<file path="src/rtl/tow_match_ctrl.sv">
// Tug-of-war match controller: sequences rounds, resets the playfield between
// rounds, gates player keys, keeps round-win tallies and declares the match winner.
module tow_match_ctrl #(
    parameter int WIN_SCORE    = 7,
    parameter int SCORE_W      = 3,
    parameter int CLEAR_CYCLES = 4,
    parameter int SHOW_CYCLES  = 8
) (
    input  logic               clk_i,
    input  logic               reset_ni,
    input  logic               start_i,
    input  logic               L_in_i,
    input  logic               R_in_i,
    input  logic [1:0]         winner_i,
    output logic               pf_reset_o,
    output logic               L_out_o,
    output logic               R_out_o,
    output logic [SCORE_W-1:0] left_score_o,
    output logic [SCORE_W-1:0] right_score_o,
    output logic               match_over_o,
    output logic [1:0]         match_winner_o
);

    localparam int CNT_MAX = (SHOW_CYCLES > CLEAR_CYCLES) ? SHOW_CYCLES : CLEAR_CYCLES;
    localparam int CNT_W   = (CNT_MAX > 1) ? $clog2(CNT_MAX) : 1;
    localparam logic [CNT_W-1:0]   CLEAR_LAST = CNT_W'(CLEAR_CYCLES - 1);
    localparam logic [CNT_W-1:0]   SHOW_LAST  = CNT_W'(SHOW_CYCLES - 1);
    localparam logic [SCORE_W-1:0] WIN        = SCORE_W'(WIN_SCORE);

    typedef enum logic [2:0] {
        S_IDLE, S_CLEAR, S_PLAY, S_SCORE_L, S_SCORE_R, S_SHOW, S_DONE
    } state_t;

    state_t             state_q, state_d;
    logic [CNT_W-1:0]   cnt_q, cnt_d;
    logic [SCORE_W-1:0] left_q, left_d, right_q, right_d;
    logic [1:0]         mw_q, mw_d;

    // Saturating increment: a score that has reached WIN_SCORE never moves again.
    function automatic logic [SCORE_W-1:0] sat_inc(input logic [SCORE_W-1:0] s);
        return (s >= WIN) ? WIN : s + 1'b1;
    endfunction

    always_ff @(posedge clk_i or negedge reset_ni) begin
        if (!reset_ni) begin
            state_q <= S_IDLE;
            cnt_q   <= '0;
            left_q  <= '0;
            right_q <= '0;
            mw_q    <= 2'b00;
        end else begin
            state_q <= state_d;
            cnt_q   <= cnt_d;
            left_q  <= left_d;
            right_q <= right_d;
            mw_q    <= mw_d;
        end
    end

    always_comb begin
        state_d = state_q;
        cnt_d   = '0;
        left_d  = left_q;
        right_d = right_q;
        mw_d    = mw_q;
        case (state_q)
            S_IDLE, S_DONE: begin
                if (start_i) begin
                    state_d = S_CLEAR;
                    left_d  = '0;
                    right_d = '0;
                    mw_d    = 2'b00;
                end
            end
            S_CLEAR: begin
                if (cnt_q == CLEAR_LAST) state_d = S_PLAY;
                else                     cnt_d   = cnt_q + 1'b1;
            end
            S_PLAY: begin
                // Both 00 and the invalid 11 keep the round running.
                if (winner_i == 2'b01)      state_d = S_SCORE_L;
                else if (winner_i == 2'b10) state_d = S_SCORE_R;
            end
            S_SCORE_L: begin
                left_d = sat_inc(left_q);
                if (left_d == WIN) begin
                    mw_d    = 2'b01;
                    state_d = S_DONE;
                end else begin
                    state_d = S_SHOW;
                end
            end
            S_SCORE_R: begin
                right_d = sat_inc(right_q);
                if (right_d == WIN) begin
                    mw_d    = 2'b10;
                    state_d = S_DONE;
                end else begin
                    state_d = S_SHOW;
                end
            end
            S_SHOW: begin
                if (cnt_q == SHOW_LAST) state_d = S_CLEAR;
                else                    cnt_d   = cnt_q + 1'b1;
            end
            default: state_d = S_IDLE;
        endcase
    end

    assign pf_reset_o     = (state_q == S_IDLE) || (state_q == S_CLEAR);
    assign L_out_o        = (state_q == S_PLAY) && L_in_i;
    assign R_out_o        = (state_q == S_PLAY) && R_in_i;
    assign left_score_o   = left_q;
    assign right_score_o  = right_q;
    assign match_over_o   = (state_q == S_DONE);
    assign match_winner_o = mw_q;

endmodule

</file>
<file path="config.mk">
export PLATFORM = sky130hd
export DESIGN_NAME = tow_match_ctrl
export DESIGN_NICKNAME = d
export VERILOG_FILES = /design/src/rtl/tow_match_ctrl.sv
export SDC_FILE = /design/constraint.sdc
export NUM_CORES = 1
export LEC_CHECK = 0
export BUFFER_PORTS_ARGS = -buffer_cell sky130_fd_sc_hd__buf_2
export CAP_MARGIN = 20
export CORE_MARGIN = 1
export CORE_UTILIZATION = 50
export CTS_CLUSTER_SIZE = 14
export DETAILED_ROUTE_END_ITERATION = 8
export PLACE_DENSITY_LB_ADDON = 0.1
export SKIP_LAST_GASP = 1
export SYNTH_ARGS = -nofsm -noshare
export SYNTH_HDL_FRONTEND = slang
export SYNTH_SLANG_ARGS = --single-unit
</file>
<file path="constraint.sdc">
create_clock -name clk_i -period 4.9 [get_ports clk_i]
set_input_delay 0 -clock clk_i [delete_from_list [all_inputs] [get_ports clk_i]]
set_output_delay 0 -clock clk_i [all_outputs]
set_load 0.02 [all_outputs]
</file>
## Word level (Yosys, flattened, before mapping)

Cells that the tools add are included.

| storage, ports and cells | value |
|---|---|
| logic and storage cells | 60 |
| output and inout bits | 12 |
| flip-flop bits (word level) | 14 |

| operators by class | value |
|---|---|
| muxes and demuxes | 20 |
| eq/ne operators | 18 |
| add/subtract/negate cells | 3 |
| reductions and logical operators | 12 |
| magnitude comparators | 2 |

Operators by type and width:

| kind | number |
|---|---|
| $mux 3 | 10 |
| $eq 3x3->1 const B | 6 |
| $pmux 3 s2 | 3 |
| $pmux 3 s6 | 1 |
| $mux 2 | 5 |
| $ne 2x2->1 const B | 5 |
| $add 3x1->3 const B | 3 |
| $eq 3x2->1 const B | 3 |
| $reduce_and 4->1 | 2 |
| $ge 3x3->1 const B | 2 |
| $pmux 2 s3 | 1 |
| $reduce_and 2->1 | 2 |
| $reduce_bool 2->1 | 2 |
| $eq 3x1->1 const B | 1 |
| $logic_not 3->1 | 1 |
| $ne 3x3->1 const B | 1 |
| $reduce_bool 3->1 | 1 |
| $eq 2x1->1 const B | 1 |
| $eq 2x2->1 const B | 1 |
| $logic_and 1x1->1 | 2 |
| $reduce_or 2->1 | 1 |
| $logic_or 1x1->1 | 1 |

## Longest topological paths before layout

Gate-level depths: netlist of the first run.

| logic depth | value |
|---|---|
| word-level depth | 5 |
| gate-level depth with buffers | 6 |
| gate-level depth less buffers | 6 |

## Worst setup path before layout of the first run

No wires, ideal clock.

| timing | value |
|---|---|
| path kind | register to register |
| from | register right_q[0] (netlist: right_score_o[0]) |
| to | register state_q[0] |
| arrival | 1774 ps |
| cell stages (with the launch flop) | 7 |
| period minus slack after synthesis | 1893 ps |
| path slack | 3007 ps |
| buffers on the path | 0 |
| cell sequence | dfrtp_1 -> ha_1 -> ha_1 -> nand3b_1 -> and3_4 -> a2111o_1 -> and3_1 |

| on the way | value |
|---|---|
| longest elaborated chain between the ends | 5 |
| elaborated cells on any way between the ends | 6 |
| classes of those cells | add/sub (1); order compare (1); eq/ne (1); mux (3) |

RTL lines:

| item | RTL line | source |
|---|---|---|
| from (decl) | 36 | `logic [SCORE_W-1:0] left_q, left_d, right_q, right_d;` |
| from (signal assigned) | 55 | `right_q <= right_d;` |
| $add 3x1->3 or $ge 3x3->1 (tied branches) | 41 | `return (s >= WIN) ? WIN : s + 1'b1;` |
| $mux 3 * | 41 |  |
| $eq 3x3->1 * | 95 | `if (right_d == WIN) begin` |
| $mux 2 * | 95 |  |
| $pmux 3 s6 * | 66 | `case (state_q)` |
| to (signal assigned) | 52 | `state_q <= state_d;` |
| to (decl) | 34 | `state_t state_q, state_d;` |

Every way passes the cells marked *; elsewhere a longest branch is shown, timed or not.
A chain may end at the register's enable or synchronous reset.

## Worst setup path in the final report of the first run

Ends and elaborated chain as after synthesis.

==> results of run 1 <==
==> routing by layer <==
layer / routed length (µm) / global-route usage, %
met1: 991 / 31.13
met2: 917 / 34.08
met3: 67 / 3.571
met4: 38 / 10.59
met5: 0 / 0
==> cells in the final DEF (no fill, tap or decap), types with 2 or more instances in the layout <==
cell type	n
a2111oi_0	2
a21oi_1	4
a31oi_1	3
buf_2	18
clkbuf_4	3
dfrtp_1	14
ha_1	9
inv_1	7
nand2_1	7
nand2b_1	2
nand3_1	6
nand3b_1	2
nor2_1	11
nor2b_1	3
nor4bb_1	2
o2111ai_1	2
o21ai_0	10
o2bb2ai_1	2
==> per-stage QoR <==
| stage | area [µm²] | setup WS, ps | power [mW] |
|---|---|---|---|
| floorplan | 962.2 | 3007 | 0.4686 |
| global placement | 1051 | 3080 | 0.5367 |
| detailed placement | 1051 | 3027 | 0.5464 |
| CTS | 1084 | 3025 | 0.6157 |
| global route | 1084 | 2982 | 0.6736 |
| finish | 1084 | 3031 | 0.6153 |
==> state kept, by name, indices dropped and copies added, names as in the netlist <==
name,count
cnt_q,3
state_q,3
right_score_o,3
match_winner_o,2
left_score_o,3
==> power groups by stage <==
| stage | logic (mW) | registers [mW] | clock network, mW |
|---|---|---|---|
| 2_1_floorplan | 0.227 | 0.241 | 0 |
| 3_3_place_gp | 0.281 | 0.255 | 0 |
| 3_5_place_dp | 0.289 | 0.258 | 0 |
| 4_1_cts | 0.293 | 0.256 | 0.0674 |
| 5_1_grt | 0.333 | 0.269 | 0.0719 |
| 6_report | 0.291 | 0.258 | 0.0668 |
==> area by class of cell <==
type / instances / area [µm²]
clock buffer: 3 / 22.52
fill: 165 / 680.7
inverter: 7 / 26.28
multi-input combinational: 81 / 553.0
sequential: 14 / 350.3
tap: 25 / 31.28
timing repair buffer: 19 / 100.1
==> worst reg2reg max path, stage by stage, from the launching register on <==
cell      delay [ps]
dfrtp_1          430
ha_1             230
ha_1             290
nand3b_1          80
and3_4           200
a2111o_1         390
and3_1           160
==> kinds of logic (layout without fill, tap and decap cells) <==
| group | count (synthesis) | after routing |
|---|---|---|
| flops | 14 | 14 |
| simple gates | 41 | 41 |
| fa+ha+maj | 9 | 9 |
| buf+inv | 13 | 29 |
| compound gates | 31 | 31 |
==> how the worst max path moves through the flow <==
stage	end	cells after the start	start	slack, ps
final	state_q[0]	6	right_score_o[0]	3030
after global routing	state_q[0]	6	right_score_o[0]	2980
after detailed placement	state_q[0]	6	right_score_o[0]	3030
after floorplan	state_q[0]	6	right_score_o[0]	3010
after global placement	state_q[0]	6	right_score_o[0]	3080
after CTS	state_q[0]	6	right_score_o[0]	3030
==> cell usage after synthesis, types with 2 or more instances <==
cell / n / area [µm²]
a2111oi_0: 2 / 17.52
a21oi_1: 4 / 20.02
a31oi_1: 3 / 18.77
buf_2: 5 / 25.02
dfrtp_1: 14 / 350.3
ha_1: 9 / 112.6
inv_1: 7 / 26.28
nand2_1: 7 / 26.28
nand2b_1: 2 / 12.51
nand3_1: 6 / 30.03
nand3b_1: 2 / 15.01
nor2_1: 11 / 41.29
nor2b_1: 3 / 18.77
nor4bb_1: 2 / 20.02
o2111ai_1: 2 / 17.52
o21ai_0: 10 / 50.05
o2bb2ai_1: 2 / 17.52
==> flow_metrics.tcl, run 1 <==
set metrics [dict create \
    synth_simple_gate_area_share_pct 23.67 \
    reg2reg_slack_ps 3030 \
    cp_slowest_cell "dfrtp_1" \
    crit_buf_inv 0 \
    hold_buffers 1 \
    powerDensity_nw_per_um2 567.9 \
    ys_seq_area_share_pct 36.41 \
    place_congestion 0.7545 \
    synth-xor-area-share_pct 0 \
    cpPeakStageDelay_ps 430 \
    fin_tns_setup_ps 0 \
    r2r-end "state_q[0]" \
    async_flop_share_pct 100.0 \
    arrival_ps 2060 \
    status "finished clean" \
    ioPinCount 19 \
    ys_ff_latch 14 \
    hold_path.class "primary input to asynchronous set/reset pin" \
    syn_inst 108 \
    start_kind "flip-flop" \
    fmax_ghz 0.5351 \
    grt.total_usage_pct 22.54 \
    cp.required_ps 5090 \
    swShare_pct 47.45 \
    ant_nets 0 \
    cap_violations 0 \
    cts_root_buf "clkbuf_4" \
    period_needed_ps 1869 \
    avgSynthCellArea_um2 8.909 \
    vias 854 \
    start_util_pct 54.54 \
    synth_area_um2 962.2 \
    finalClockSkew_ps 9.906 \
    timing.rr.start "right_score_o[0]" \
    final_core_util_pct 61.42 \
    wl_per_cell_um 13.52 \
    drt_iter0_markers 10 \
    synth_compound_area_share_pct 22.11 \
    critical_path_class "flip-flop to flip-flop" \
    cts_tree "done" \
    antenna_found_initial 0 \
    hpwl_um 1394 \
    clock_path_buffers 2 \
    grt_pass1_vias 776 \
    synth_cell_type_count 34 \
    core.rowCount 15 \
    cts_buffers 3 \
    cts.clk_slew.worst_paths_ps 90 \
    post-cts-setup-buffer-count 0 \
    slew_headroom_pct 54.23 \
    power.leakage_nw 0.5233 \
    yosysWarningCount 0 \
    grt_pass1_wl_um 3394 \
    drc 0 \
    yosys-mux-area-fraction_pct 0 \
    clk-insertion-delay-late_ps 290 \
    dp_cells 145 \
    die_h_um 45.87 \
    dr.pass1.iters 4 \
    grt-ovfl-total 0 \
    synth_top_family_by_area "simple AND/OR/NAND/NOR gates" \
    rr_worst_depth 6 \
    syn2layout_area_growth_pct 12.61 \
    cp-end-kind "flip-flop" \
    synth_fp_nets 124 \
    synth_fa_ha_area_share_pct 11.70 \
    core_um2 1764 \
    fin_cells 149 \
    switchingPower_uw 292.0 \
    pwr-share-seq_pct 41.9 \
    ctsResizeCount 0 \
    intPower_uw 323.3 \
    finalHoldViolCount 0 \
    nets 142 \
    critPathMaxFanout 6 \
    worstMarginPinSlew_ps 686.5 \
    crit_chain "ha_1, ha_1, nand3b_1, and3_4, a2111o_1, and3_1" \
    p_clk_share_pct 10.8 \
    antenna_cells 0 \
    combPwrFrac_pct 47.3 \
    grt_max_degree 26 \
    viasPerCell 5.732 \
    drive_gt1_share_pct 20.97 \
    htreeDepth 1 \
    port_buffers 18 \
    hold_slack_ps 135.0 \
    worst_path_most_repeated_cell "ha_1" \
    synth-edff-count 0 \
    setup_viol 0 \
    path_delay_family "adder cells" \
    drv_slew 0 \
    rsz0062_at_grt "false" \
    die_w_um 45.87 \
    clkSinkCount 14 \
    dieArea_um2 2104 \
    fin_crit_sh_pct 38.14 \
    wl_um 2014 \
    ir_drop_v 0.0002873 \
    synth_ff_type "dfrtp_1" \
]
No activity file was read; power rests on OpenSTA's default activity.
==> run 2: changes to the inputs <==
Settings changed: CORE_UTILIZATION 50 to 48.
Clock period 4.9 ns to 1.6 ns, I/O delays scaled along.
==> flow_metrics.tcl, run 2 (synthesis results as in run 1) <==
set metrics [dict create \
    status "finished with violations" \
    violations "negative setup slack" \
    fin_tns_setup_ps -211.1 \
    fill_cells 159 \
    mostFrequentLayoutCells "18 x buf_2, 11 x nor2_1, 11 x dfrtp_1, 11 x buf_4, 9 x o21ai_0" \
    hpwl_um 1603 \
    dp_cells 156 \
    htreeDepth 1 \
    cts_buffers 3 \
    critPathMaxFanout 2 \
    ioPinCount 19 \
    nets 153 \
    finalClockSkew_ps 7.686 \
    p_total_mw 2.175 \
    setup_ws_ps -97.15 \
    antenna_cells 0 \
    dieArea_um2 2187 \
    cpPeakStageDelay_ps 430 \
    vias 912 \
    fin_crit_sh_pct 106.1 \
    drive_gt1_share_pct 34.56 \
    drc 0 \
    cts_root_buf "clkbuf_4" \
    drv_slew 0 \
    clock_path_buffers 2 \
    grt_pass1_vias 842 \
    clkSinkCount 14 \
    worstMarginPinSlew_ps 507.8 \
    wl_per_cell_um 13.58 \
    start_kind "flip-flop" \
    powerDensity_nw_per_um2 1763 \
    crit_chain "ha_4, ha_4, nand3b_1, and3_4, a2111o_1, and3_1" \
    cp-end-kind "flip-flop" \
    die_h_um 46.77 \
    hold_slack_ps 124.7 \
    post-cts-setup-buffer-count 0 \
    grt-ovfl-total 0 \
    dr.pass1.iters 4 \
    ant_nets 0 \
    cts_tree "done" \
    hold_path.class "primary input to flip-flop" \
    syn2layout_area_growth_pct 28.22 \
    slew_headroom_pct 66.14 \
    crit_buf_inv 0 \
    start_util_pct 53.40 \
    wl_um 2186 \
    grt.total_usage_pct 22.86 \
    port_buffers 18 \
    clk-insertion-delay-late_ps 280 \
    grt_max_degree 17 \
    critical_path_class "flip-flop to flip-flop" \
    antenna_found_initial 0 \
    ir_drop_v 0.0008557 \
    final_common_cell "buf_2" \
    worst_path_most_repeated_cell "ha_4" \
    postPlaceCellArea_um2 1162 \
    rsz0062_at_grt "true" \
    cp_slowest_cell "dfrtp_2" \
    cp.required_ps 1780 \
    die_w_um 46.77 \
    finalInstanceArea_um2 1234 \
    period_needed_ps 1697 \
    drt_iter0_markers 21 \
    place_congestion 0.8802 \
    setup_viol 3 \
    cts.clk_slew.worst_paths_ps 90 \
    path_delay_family "flip-flops" \
    arrival_ps 1870 \
    finalHoldViolCount 0 \
    core.rowCount 15 \
    fmax_ghz 0.5892 \
    viasPerCell 5.665 \
    power.leakage_nw 0.5746 \
    fin_cells 161 \
    grt_pass1_wl_um 3581 \
    cap_violations 0 \
    core_um2 1802 \
]
run 2: per-stage QoR:
stage / utilization, % / setup slack (ps)
5_1_grt: 68.47 / -142.9
6_report: 68.47 / -97.15
4_1_cts: 67.08 / -97.73
2_1_floorplan: - / -142.9
3_5_place_dp: 64.51 / -83.55
3_3_place_gp: 64.51 / -77.72
run 2: power by group:
| group | leakage [nW] | total (mW) | internal, mW | switching (mW) |
|---|---|---|---|---|
| sequential | 0.176 | 0.697 | 0.515 | 0.182 |
| clock | 0.0210 | 0.254 | 0.138 | 0.116 |
| combinational | 0.377 | 1.22 | 0.562 | 0.661 |
run 2: final cells by class:
class / count / area, µm² / share of cell area, %
multi-input cells: 81 / 603.1 / 48.88
flip-flops and latches: 14 / 354.1 / 28.70
repair buffers: 30 / 182.7 / 14.81
clock buffers: 4 / 36.28 / 2.941
well taps: 25 / 31.28 / 2.536
inverters: 7 / 26.28 / 2.130
run 2: worst min-delay path, cell delays in order:
cell	delay, ps
buf_2	140
nand2_1	90
nand3_1	70
o21ai_0	70
run 2: timing repair:
item | CTS | global route
endpoints found under the setup margin | 3 | 6
hold buffers | 1 | 0
resized for setup | 1 | 4
hold endpoints to repair | 14 | 0
pin swaps | 4 | 9
run 2: path summary, 6_finish.rpt:
path	start	end	slack, ps	depth (start not counted)
setup / recovery	right_score_o[1]	state_q[0]	-100	6
hold / removal	start_i	state_q[2]	120	4
setup reg to reg	right_score_o[1]	state_q[0]	-100	6
hold reg to reg	cnt_q[0]	cnt_q[0]	470	1
max in group asynchronous	reset_ni	left_score_o[0]	1170	2
min in group asynchronous	reset_ni	right_score_o[2]	160	2
run 2: routing by layer:
metal	part of all wire (%)	track usage [%]	vias to the layer above
met5	0	0	-
li1	-	-	458
met4	0.87	6.286	0
met2	50	39.17	27
met3	3.7	4.231	4
met1	45	29.57	423
==> run 3: changes to the inputs <==
Settings changed: CORE_UTILIZATION 48 to 53.
Clock period 1.6 ns to 1.8 ns, I/O delays scaled along.
==> flow_metrics.tcl, run 3 (synthesis results as in run 1) <==
set metrics [dict create \
    status "finished clean" \
    cts_buffers 3 \
    dp_cells 150 \
    rr_worst_depth 6 \
    period_needed_ps 1706 \
    wl_per_cell_um 13.04 \
    timing.rr.start "right_score_o[1]" \
    arrival_ps 1890 \
    ant_nets 0 \
    fin_crit_sh_pct 94.80 \
    fin_tns_setup_ps 0 \
    finalHoldViolCount 0 \
    clkSinkCount 14 \
    finalInstanceArea_um2 1177 \
    htreeDepth 1 \
    core.rowCount 15 \
    start_kind "flip-flop" \
    fmax_ghz 0.5860 \
    cp.required_ps 1980 \
    clock_path_buffers 2 \
    core_um2 1708 \
    setup_viol 0 \
    final_common_cell "buf_2" \
    grt-ovfl-total 0 \
    worstMarginPinSlew_ps 503.2 \
    dr.pass1.iters 4 \
    antenna_cells 0 \
    syn2layout_area_growth_pct 22.37 \
    dieArea_um2 1990 \
    power.leakage_nw 0.5589 \
    dp_slack_ps 42.96 \
    nets 149 \
    cts.clk_slew.worst_paths_ps 90 \
    r2r-end "state_q[0]" \
    wl_um 2047 \
    powerDensity_nw_per_um2 1569 \
    grt_max_degree 20 \
    postPlaceCellArea_um2 1116 \
    hold_path.class "primary input to asynchronous set/reset pin" \
    setup_ws_ps 93.56 \
    port_buffers 18 \
    ioPinCount 19 \
    fin_cells 157 \
    drive_gt1_share_pct 28.79 \
    cts_root_buf "clkbuf_4" \
    rsz0062_at_grt "false" \
    cap_violations 0 \
    grt_pass1_vias 809 \
    grt.total_usage_pct 22.85 \
    clk-insertion-delay-late_ps 280 \
    finalClockSkew_ps 7.917 \
    reg2reg_slack_ps 90 \
    hpwl_um 1513 \
    antenna_found_initial 0 \
    vias 898 \
    ir_drop_v 0.0009605 \
    drv_slew 0 \
    viasPerCell 5.720 \
    die_h_um 44.61 \
    slew_headroom_pct 66.03 \
    cts_tree "done" \
    start_util_pct 56.34 \
    grt_pass1_wl_um 3346 \
    mostFrequentLayoutCells "18 x buf_2, 12 x dfrtp_1, 11 x nor2_1, 10 x o21ai_0" \
    fill_cells 149 \
    critical_path_class "flip-flop to flip-flop" \
    drc 0 \
    critPathMaxFanout 3 \
    hold_slack_ps 139.8 \
    cp-end-kind "flip-flop" \
    place_congestion 0.8321 \
    drt_iter0_markers 26 \
    die_w_um 44.61 \
]
## run 3: changes by cell type in the layout (fill, tap and decap cells not counted), sizes merged
| cell | previous run | this run |
|---|---|---|
| buf | 29 | 25 |
## run 3: report_power, final
| group | leakage [nW] | internal, mW | switching (mW) | total, mW |
|---|---|---|---|---|
| logic | 0.360 | 0.447 | 0.544 | 0.990 |
| clock network | 0.0210 | 0.123 | 0.106 | 0.229 |
| registers | 0.178 | 0.455 | 0.172 | 0.628 |
| total | 0.559 | 1.03 | 0.822 | 1.85 |
## run 3: through the flow
| stage | total power [mW] | util [%] |
|---|---|---|
| after floorplan | 1.311 | - |
| after global placement | 1.565 | 65.35 |
| after detailed placement | 1.597 | 65.35 |
| after CTS | 1.834 | 68.06 |
| after global routing | 1.999 | 68.94 |
| final | 1.847 | 68.94 |
## run 3: area by class of cell
cell class                      instances  area [µm²]  share of cell area [%]
Sequential cell                        14       352.8                   29.97
Tap cell                               25       31.28                   2.657
Clock buffer                            4       36.28                   3.082
Inverter                                7       26.28                   2.232
Multi-Input combinational cell         81       578.1                   49.10
Timing Repair Buffer                   26       152.6                   12.96
## run 3: repair_timing
item                                    in CTS  in global routing
endpoints found under the setup margin       0                  1
hold buffers                                 1                  0
endpoints found under the hold margin       14                  0
gates resized for setup                      0                  0
setup buffers                                0                  2
## run 3: worst max path at each step
stage | startpoint | end | cells past startpoint
after floorplan | right_score_o[0] | state_q[0] | 6
after global placement | right_score_o[1] | state_q[0] | 6
after detailed placement | right_score_o[1] | state_q[0] | 6
after CTS | right_score_o[1] | state_q[0] | 6
after global routing | right_score_o[1] | state_q[0] | 6
final | right_score_o[1] | state_q[0] | 6
## run 3: worst max-delay path: stages (launching register included)
cell and delay, ps:
dfrtp_2 440, ha_4 170, ha_4 250, nand3b_1 70, and3_4 160, a2111o_1 350
and3_1 180
## run 3: per-layer routing
layer  part of all wire (%)  GRT usage, %  vias up
met1                     47         30.15      435
li1                       -             -      446
met4                    1.5         11.52        0
met2                     49         36.76       13
met3                    3.0         2.857        4
met5                      0             0        -
